==> src/rtl/piso_serializer.sv <==
// Parallel-in/serial-out stage with a one-word holding register.
// Streams WIDTH-bit words one bit per clock with framing strobes.
module piso_serializer #(
  parameter int   WIDTH     = 8,
  parameter bit   MSB_FIRST = 1'b1,
  parameter logic IDLE_BIT  = 1'b0
) (
  input  logic             clk,
  input  logic             rst,
  input  logic [WIDTH-1:0] din,
  input  logic             din_valid,
  output logic             din_ready,
  output logic             sout,
  output logic             sout_valid,
  output logic             sof,
  output logic             eof,
  output logic             busy
);

  localparam int CW = $clog2(WIDTH);
  localparam logic [CW-1:0] LAST = CW'(WIDTH - 1);

  typedef enum logic {
    IDLE,
    SHIFT
  } state_t;

  state_t state;
  state_t state_next;

  logic [WIDTH-1:0] hold_reg;
  logic             hold_valid;
  logic [WIDTH-1:0] shift_reg;
  logic [CW-1:0]    bit_cnt;

  logic load;
  logic advance;
  logic accept;
  logic in_shift;

  assign in_shift = (state == SHIFT);
  assign accept   = din_valid && din_ready;

  always_ff @(posedge clk) begin
    if (rst) begin
      state <= IDLE;
    end else begin
      state <= state_next;
    end
  end

  // Reload on the last bit keeps back-to-back words gapless.
  always_comb begin
    state_next = state;
    load       = 1'b0;
    advance    = 1'b0;
    unique case (state)
      IDLE: begin
        if (hold_valid) begin
          load       = 1'b1;
          state_next = SHIFT;
        end
      end
      SHIFT: begin
        if (bit_cnt != LAST) begin
          advance = 1'b1;
        end else if (hold_valid) begin
          load = 1'b1;
        end else begin
          state_next = IDLE;
        end
      end
      default: state_next = IDLE;
    endcase
  end

  always_ff @(posedge clk) begin
    if (rst) begin
      hold_reg   <= '0;
      hold_valid <= 1'b0;
      shift_reg  <= '0;
      bit_cnt    <= '0;
    end else begin
      if (accept) begin
        hold_reg   <= din;
        hold_valid <= 1'b1;
      end else if (load) begin
        hold_valid <= 1'b0;
      end
      if (load) begin
        shift_reg <= hold_reg;
        bit_cnt   <= '0;
      end else if (advance) begin
        if (MSB_FIRST) begin
          shift_reg <= {shift_reg[WIDTH-2:0], 1'b0};
        end else begin
          shift_reg <= {1'b0, shift_reg[WIDTH-1:1]};
        end
        bit_cnt <= bit_cnt + 1'b1;
      end
    end
  end

  always_comb begin
    sout = IDLE_BIT;
    if (in_shift) begin
      sout = MSB_FIRST ? shift_reg[WIDTH-1] : shift_reg[0];
    end
  end

  assign din_ready  = !hold_valid && !rst;
  assign sout_valid = in_shift;
  assign sof        = in_shift && (bit_cnt == '0);
  assign eof        = in_shift && (bit_cnt == LAST);
  assign busy       = hold_valid || in_shift;

endmodule

==> config.mk <==
export PLATFORM = sky130hd
export DESIGN_NAME = piso_serializer
export DESIGN_NICKNAME = d
export VERILOG_FILES = /design/src/rtl/piso_serializer.sv
export SDC_FILE = /design/constraint.sdc
export NUM_CORES = 1
export LEC_CHECK = 0
export ABC_AREA = 1
export CAP_MARGIN = 5
export CORE_MARGIN = 5
export CORE_UTILIZATION = 55
export CTS_CLUSTER_DIAMETER = 60
export DETAILED_ROUTE_END_ITERATION = 12
export DONT_BUFFER_PORTS = 1
export GPL_TIMING_DRIVEN = 0
export PLACE_DENSITY_LB_ADDON = 0.2
export REMOVE_ABC_BUFFERS = 1
export SYNTH_ARGS = -nofsm -noshare
export SYNTH_HDL_FRONTEND = slang
export SYNTH_SLANG_ARGS = --single-unit
==> constraint.sdc <==
create_clock -name clk -period 2.6 [get_ports clk]
set_input_delay 0.13 -clock clk [delete_from_list [all_inputs] [get_ports clk]]
set_output_delay 0.13 -clock clk [all_outputs]
set_load 0.005 [all_outputs]
==> results.cfg, run 1 <==
[floorplan]
io_pins = 17
placementRows = 14
fp.dieW_microns = 51.0
die_area_sq_um = 2600
core_area_sq_um = 1560
die_height_microns = 51.0
initial_utilization = 0.594

[worst_setup_path]
required_ns = 2.83
setup.worst_path.start_class = flip-flop
worst-endpoint-arrival_ns = 1.78
critPathKind = reg2reg
critical_path.n_buffers_inverters = 1
crit_end = bit_cnt[0]
worstSetupPathDepth = 7
critPathSlowestCell = sky130_fd_sc_hd__dfxtp_1
worstSetupStartpoint = bit_cnt[0]
r2r_cells = 7
regToRegSetupSlack_ns = 1.06
worst_path_top_cell_family_by_delay = simple AND/OR/NAND/NOR gates
worst_setup_ep_type = flip-flop
r2r_start = bit_cnt[0]
cp_cell_sequence = ha_1 -> ha_1 -> inv_1 -> nand2_2 -> nand2_1 -> nand2_1 -> a21oi_1
critPathMaxFanout = 18
cpPeakStageDelay_ns = 0.34
regToRegEndpoint = bit_cnt[0]

[drt]
routed_via_density = 5.25
dr.first_iter.drc_count = 19
final_antenna_net_count = 0
num_vias = 814
drt-wirelength-per-cell_microns = 11.5
route.detailed.drc = 0
drt_pass1_iterations = 4
totalWireLength_mm = 1.78

[worst_hold_path]
hold_path_class = in2reg

[sta]
total_negative_slack_for_setup_checks_ns = 0
worst-slew-pin-transition_ns = 0.430
worst_clock_skew_ns = 0.0110
final-hold-violation-count = 0
slew_headroom = 0.712
rsz0062_at_grt = no
finalSetupViolCount = 0
final_period_minus_worst_setup_slack_ns = 1.54
timing_max_transition_violations_final = 0
fmax_mhz = 649
final_min_period_over_clock_period = 0.593

[status]
status = completed

[clocking]
cts_tree = done
post_cts.resized_instances = 0
cts.root.buffer_cell = sky130_fd_sc_hd__clkbuf_4
clock_tree.buffer_depth = 2
cts_made_buffers = 3
cts_num_sinks = 21
clock_latency_on_the_worst_skew_pair_ns = 0.31
clock_edge_transition_at_the_registers_on_the_reported_setup_and_hold_paths_ns = 0.12
postCtsSetupBuffers = 0
cts.htree.levels = 1

[power]
irDropWorstVdd_mv = 0.399
power_density_relative_to_cell_area_nw_per_um2 = 558
power.static_leakage_nw = 0.528

[placed_design]
dp_cells = 141
count_of_input_and_output_buffers = 0
detailed_place.area_sq_um = 912
post_detail_place_hpwl_mm = 1.22
gp_congestion = 0.751

[global_routing]
grt_max_degree = 19
antenna_found_initial = 0
groute.usage.overall = 0.161
global_route.overflow_total = 0
global_route_wire_length_before_repair_mm = 3.31
via_count_of_the_first_global_routing_pass = 781

[cells_and_area]
flow.area_growth_from_synthesis_pct = 12.3
layout.cells.most_common_list = sky130_fd_sc_hd__nand2_1 (42), sky130_fd_sc_hd__nand3_1 (29), sky130_fd_sc_hd__dfxtp_1 (21)
final_core_utilization = 0.667
num-nets-final = 154
drive_gt1_frac = 0.0576
layout_commonest_cell = sky130_fd_sc_hd__nand2_1
antenna-diode-count = 0
fin_area_sq_um = 1040
layout.cells.non_filler = 155

[synthesis]
synth-seq-area-share = 0.454
synth_cell_type_count = 16
syn_area_per_cell_sq_um = 7.18
netlist_area_sq_um = 926
synth.ff_latch_count = 21
yosysWarningCount = 0
post_synth_inst_count = 129

[flow_run]
max_cap_violations = 0
## worst min-delay path by stage
stage / depth (start not counted) / start / endpoint / slack [ns]
after floorplan: 1 / rst / sout_valid / 0.20
after global placement: 1 / rst / sout_valid / 0.21
after detailed placement: 1 / rst / sout_valid / 0.21
after CTS: 3 / din_valid / hold_reg[3] / 0.02
after global routing: 3 / din_valid / hold_reg[5] / 0.02
final: 3 / din_valid / hold_reg[3] / 0.02
## kinds of logic (layout without fill, tap and decap cells)
| family | count (synthesis) | count (layout) | share of synthesized area |
|---|---|---|---|
| AOI/OAI and AO/OA | 5 | 5 | 0.0270 |
| adders and majority gates | 3 | 3 | 0.0405 |
| buffers and inverters | 20 | 30 | 0.101 |
| DFF | 21 | 21 | 0.454 |
| and+or+nand+nor | 80 | 80 | 0.377 |
## routing by layer
| metal | global-route usage | share of wire |
|---|---|---|
| met5 | 0 | 0 |
| met1 | 0.213 | 0.45 |
| met4 | 0.0538 | 0.014 |
| met2 | 0.266 | 0.47 |
| met3 | 0.0262 | 0.072 |
## synth_stat cells
cell / count / area, sq um
sky130_fd_sc_hd__clkinv_1: 2 / 7.51
sky130_fd_sc_hd__clkbuf_8: 1 / 13.8
sky130_fd_sc_hd__inv_1: 13 / 48.8
sky130_fd_sc_hd__inv_2: 1 / 3.75
sky130_fd_sc_hd__buf_4: 2 / 15.0
sky130_fd_sc_hd__nor2_2: 1 / 6.26
sky130_fd_sc_hd__nand2_2: 1 / 6.26
sky130_fd_sc_hd__o21ai_0: 2 / 10.0
sky130_fd_sc_hd__nand2_4: 1 / 11.3
sky130_fd_sc_hd__nor2_1: 6 / 22.5
sky130_fd_sc_hd__buf_2: 1 / 5.00
sky130_fd_sc_hd__dfxtp_1: 21 / 420
sky130_fd_sc_hd__ha_1: 3 / 37.5
sky130_fd_sc_hd__a21oi_1: 3 / 15.0
sky130_fd_sc_hd__nand3_1: 29 / 145
sky130_fd_sc_hd__nand2_1: 42 / 158
## worst min-delay path: cells and delay by family
family | cells | cell delay [ns]
and+or+nand+nor | 3 | 0.17
## repair_timing
item,CTS,global route
hold buffers,10,0
endpoints found under the setup margin,0,0
hold endpoints to repair,10,0
## report_power, final
group          switching [mW]  internal [mW]  total, mW  leakage (nW)
sequential             0.0152          0.339      0.354         0.172
combinational          0.0439         0.0271     0.0710         0.339
clock                  0.0972         0.0575      0.155        0.0177
## stage by stage
step	power [mW]	hold WS (ns)	worst slack (ns)
after floorplan	0.404	0.202	1.28
after global placement	0.418	0.209	1.11
after detailed placement	0.420	0.210	1.07
after CTS	0.583	0.0215	1.06
after global routing	0.615	0.0213	0.872
final	0.580	0.0183	1.06
## final cells by class
cell class | count | area, sq um
flip-flops and latches | 21 | 420
fillers | 132 | 519
repair buffers | 10 | 100
well taps | 16 | 20.0
multi-input cells | 88 | 412
inverters | 16 | 60.1
clock buffers | 3 | 22.5
clock inverters | 1 | 5.00
Note: power is estimated with default switching activity, not from simulation.
==> run 2: changes to the inputs <==
- clock period: 2.6 -> 1.45 ns (I/O delays scaled with it)
==> run 2 against run 1 <==
Against the previous run:
- setup slack got worse by 0.91 ns
- highest routed layer unchanged
- global-route usage shrank 0.061 points
- via count increased by 2.7%
- final cell count grew 1.3%
- largest power group unchanged
- final area rose by 4.9%
- fmax rose by 18%
- wire length rose by 5.6%
- flip-flop and latch count did not move
- combinational power grew 99%
==> results.cfg, run 2 (synthesized netlist as in run 1, its figures left out) <==
[worst_setup_path]
critPathMaxFanout = 11
r2r_start = bit_cnt[0]
worst_path_top_cell_family_by_delay = adder cells
setup.worst_path.start_class = flip-flop
cpPeakStageDelay_ns = 0.34
regToRegSetupSlack_ns = 0.15
critPathSlowestCell = sky130_fd_sc_hd__dfxtp_1
regToRegEndpoint = shift_reg[0]
worst-endpoint-arrival_ns = 1.50
required_ns = 1.65
r2r_cells = 6
critical_path.n_buffers_inverters = 0
critPathKind = reg2reg
worst_setup_ep_type = flip-flop
cp_cell_sequence = ha_2 -> ha_4 -> nor2_4 -> nor2_1 -> nand3_1 -> o21ai_0

[worst_hold_path]
hold_start = rst
whs_endpoint = hold_reg[3]
depth_of_the_worst_hold_timing_path = 4
hold_path_class = in2reg

[drt]
routed_via_density = 5.32
drt_pass1_iterations = 4
dr.first_iter.drc_count = 24
final_antenna_net_count = 0
drt-wirelength-per-cell_microns = 12.0
totalWireLength_mm = 1.88
num_vias = 836
route.detailed.drc = 0

[clocking]
cts_tree = done
clock_tree.buffer_depth = 2
cts_num_sinks = 21
cts.htree.levels = 1
clock_latency_on_the_worst_skew_pair_ns = 0.31
clock_edge_transition_at_the_registers_on_the_reported_setup_and_hold_paths_ns = 0.12
cts.root.buffer_cell = sky130_fd_sc_hd__clkbuf_4
cts_made_buffers = 3

[sta]
rsz0062_at_grt = no
final_min_period_over_clock_period = 0.899
final-hold-violation-count = 0
finalSetupViolCount = 0
fmax_mhz = 767
worst-slew-pin-transition_ns = 0.436
total_negative_slack_for_setup_checks_ns = 0
final_period_minus_worst_setup_slack_ns = 1.30
worst_clock_skew_ns = 0.00817
timing_max_transition_violations_final = 0
slew_headroom = 0.708

[floorplan]
die_height_microns = 51.0
die_area_sq_um = 2600
fp.dieW_microns = 51.0
core_area_sq_um = 1560
io_pins = 17
placementRows = 14
initial_utilization = 0.594

[placed_design]
dp_cells = 141
post_detail_place_hpwl_mm = 1.22
gp_congestion = 0.751
count_of_input_and_output_buffers = 0

[cells_and_area]
drive_gt1_frac = 0.128
layout.cells.most_common_list = sky130_fd_sc_hd__nand2_1 (40), sky130_fd_sc_hd__nand3_1 (28), sky130_fd_sc_hd__dfxtp_1 (19)
flow.area_growth_from_synthesis_pct = 17.8
layout.cells.non_filler = 157
num-nets-final = 156
layout_commonest_cell = sky130_fd_sc_hd__nand2_1
antenna-diode-count = 0
final_core_utilization = 0.700

[flow_run]
max_cap_violations = 0

[global_routing]
global_route_wire_length_before_repair_mm = 3.30
global_route.overflow_total = 0
groute.usage.overall = 0.160
grt_max_degree = 18
antenna_found_initial = 0
via_count_of_the_first_global_routing_pass = 777

[power]
power.static_leakage_nw = 0.530
irDropWorstVdd_mv = 0.747
power_density_relative_to_cell_area_nw_per_um2 = 972

[status]
status = completed
-- run 2: cell types whose count changed in the layout (fill, tap and decap cells not counted), moves of 2 or more --
cell                      before  now
sky130_fd_sc_hd__dfxtp_1      21   19
sky130_fd_sc_hd__dfxtp_2       0    2
sky130_fd_sc_hd__ha_1          3    1
sky130_fd_sc_hd__nand2_1      42   40
sky130_fd_sc_hd__nand2_2       1    3
-- run 2: layout make-up --
| cell class | instances | area [sq um] |
|---|---|---|
| timing repair buffer | 11 | 108 |
| multi-input combinational | 89 | 453 |
| clock inverter | 1 | 5.00 |
| inverter | 16 | 60.1 |
| clock buffer | 3 | 22.5 |
| tap | 16 | 20.0 |
| fill | 123 | 468 |
| sequential | 21 | 423 |
-- run 2: per-stage QoR --
stage	area (sq um)	hold slack, ns	setup WS (ns)	power, mW
global placement	912	0.151	-0.0418	0.749
CTS	1060	0.0742	0.0461	1.05
finish	1090	0.0680	0.146	1.06
global route	1090	0.0815	0.0409	1.12
floorplan	892	0.145	0.133	0.725
detailed placement	912	0.153	-0.0787	0.753
-- run 2: worst max-delay path by stage --
stage | start | endpoint | depth (start not counted)
2_1_floorplan | bit_cnt[0] | shift_reg[0] | 6
3_3_place_gp | bit_cnt[0] | shift_reg[0] | 6
3_5_place_dp | bit_cnt[0] | shift_reg[0] | 6
4_1_cts | bit_cnt[0] | bit_cnt[0] | 7
5_1_grt | bit_cnt[0] | shift_reg[0] | 6
6_report | bit_cnt[0] | shift_reg[0] | 6
-- run 2: worst reg2reg max path, cell delays in order (launching register included) --
cell	delay, ns
sky130_fd_sc_hd__dfxtp_1	0.34
sky130_fd_sc_hd__ha_2	0.21
sky130_fd_sc_hd__ha_4	0.18
sky130_fd_sc_hd__nor2_4	0.22
sky130_fd_sc_hd__nor2_1	0.09
sky130_fd_sc_hd__nand3_1	0.07
sky130_fd_sc_hd__o21ai_0	0.09
-- run 2: what timing repair did --
item | CTS | global route
setup endpoints to repair | 12 | 19
gates resized for setup | 3 | 8
hold endpoints to repair | 10 | 0
cloned | 0 | 1
pin swaps | 0 | 1
buffers inserted | 1 | 0
hold buffers | 10 | 0
-- run 2: per-layer routing --
metal	global-route usage	routed length (microns)	vias up
li1	-	-	433
met4	0.0538	24	0
met2	0.266	889	28
met5	0	0	-
met1	0.211	857	370
met3	0.0262	109	5
-- run 2: where the power goes --
part	internal [mW]	switching, mW
combinational	0.0563	0.0847
clock	0.103	0.177
sequential	0.609	0.0306
total	0.768	0.292
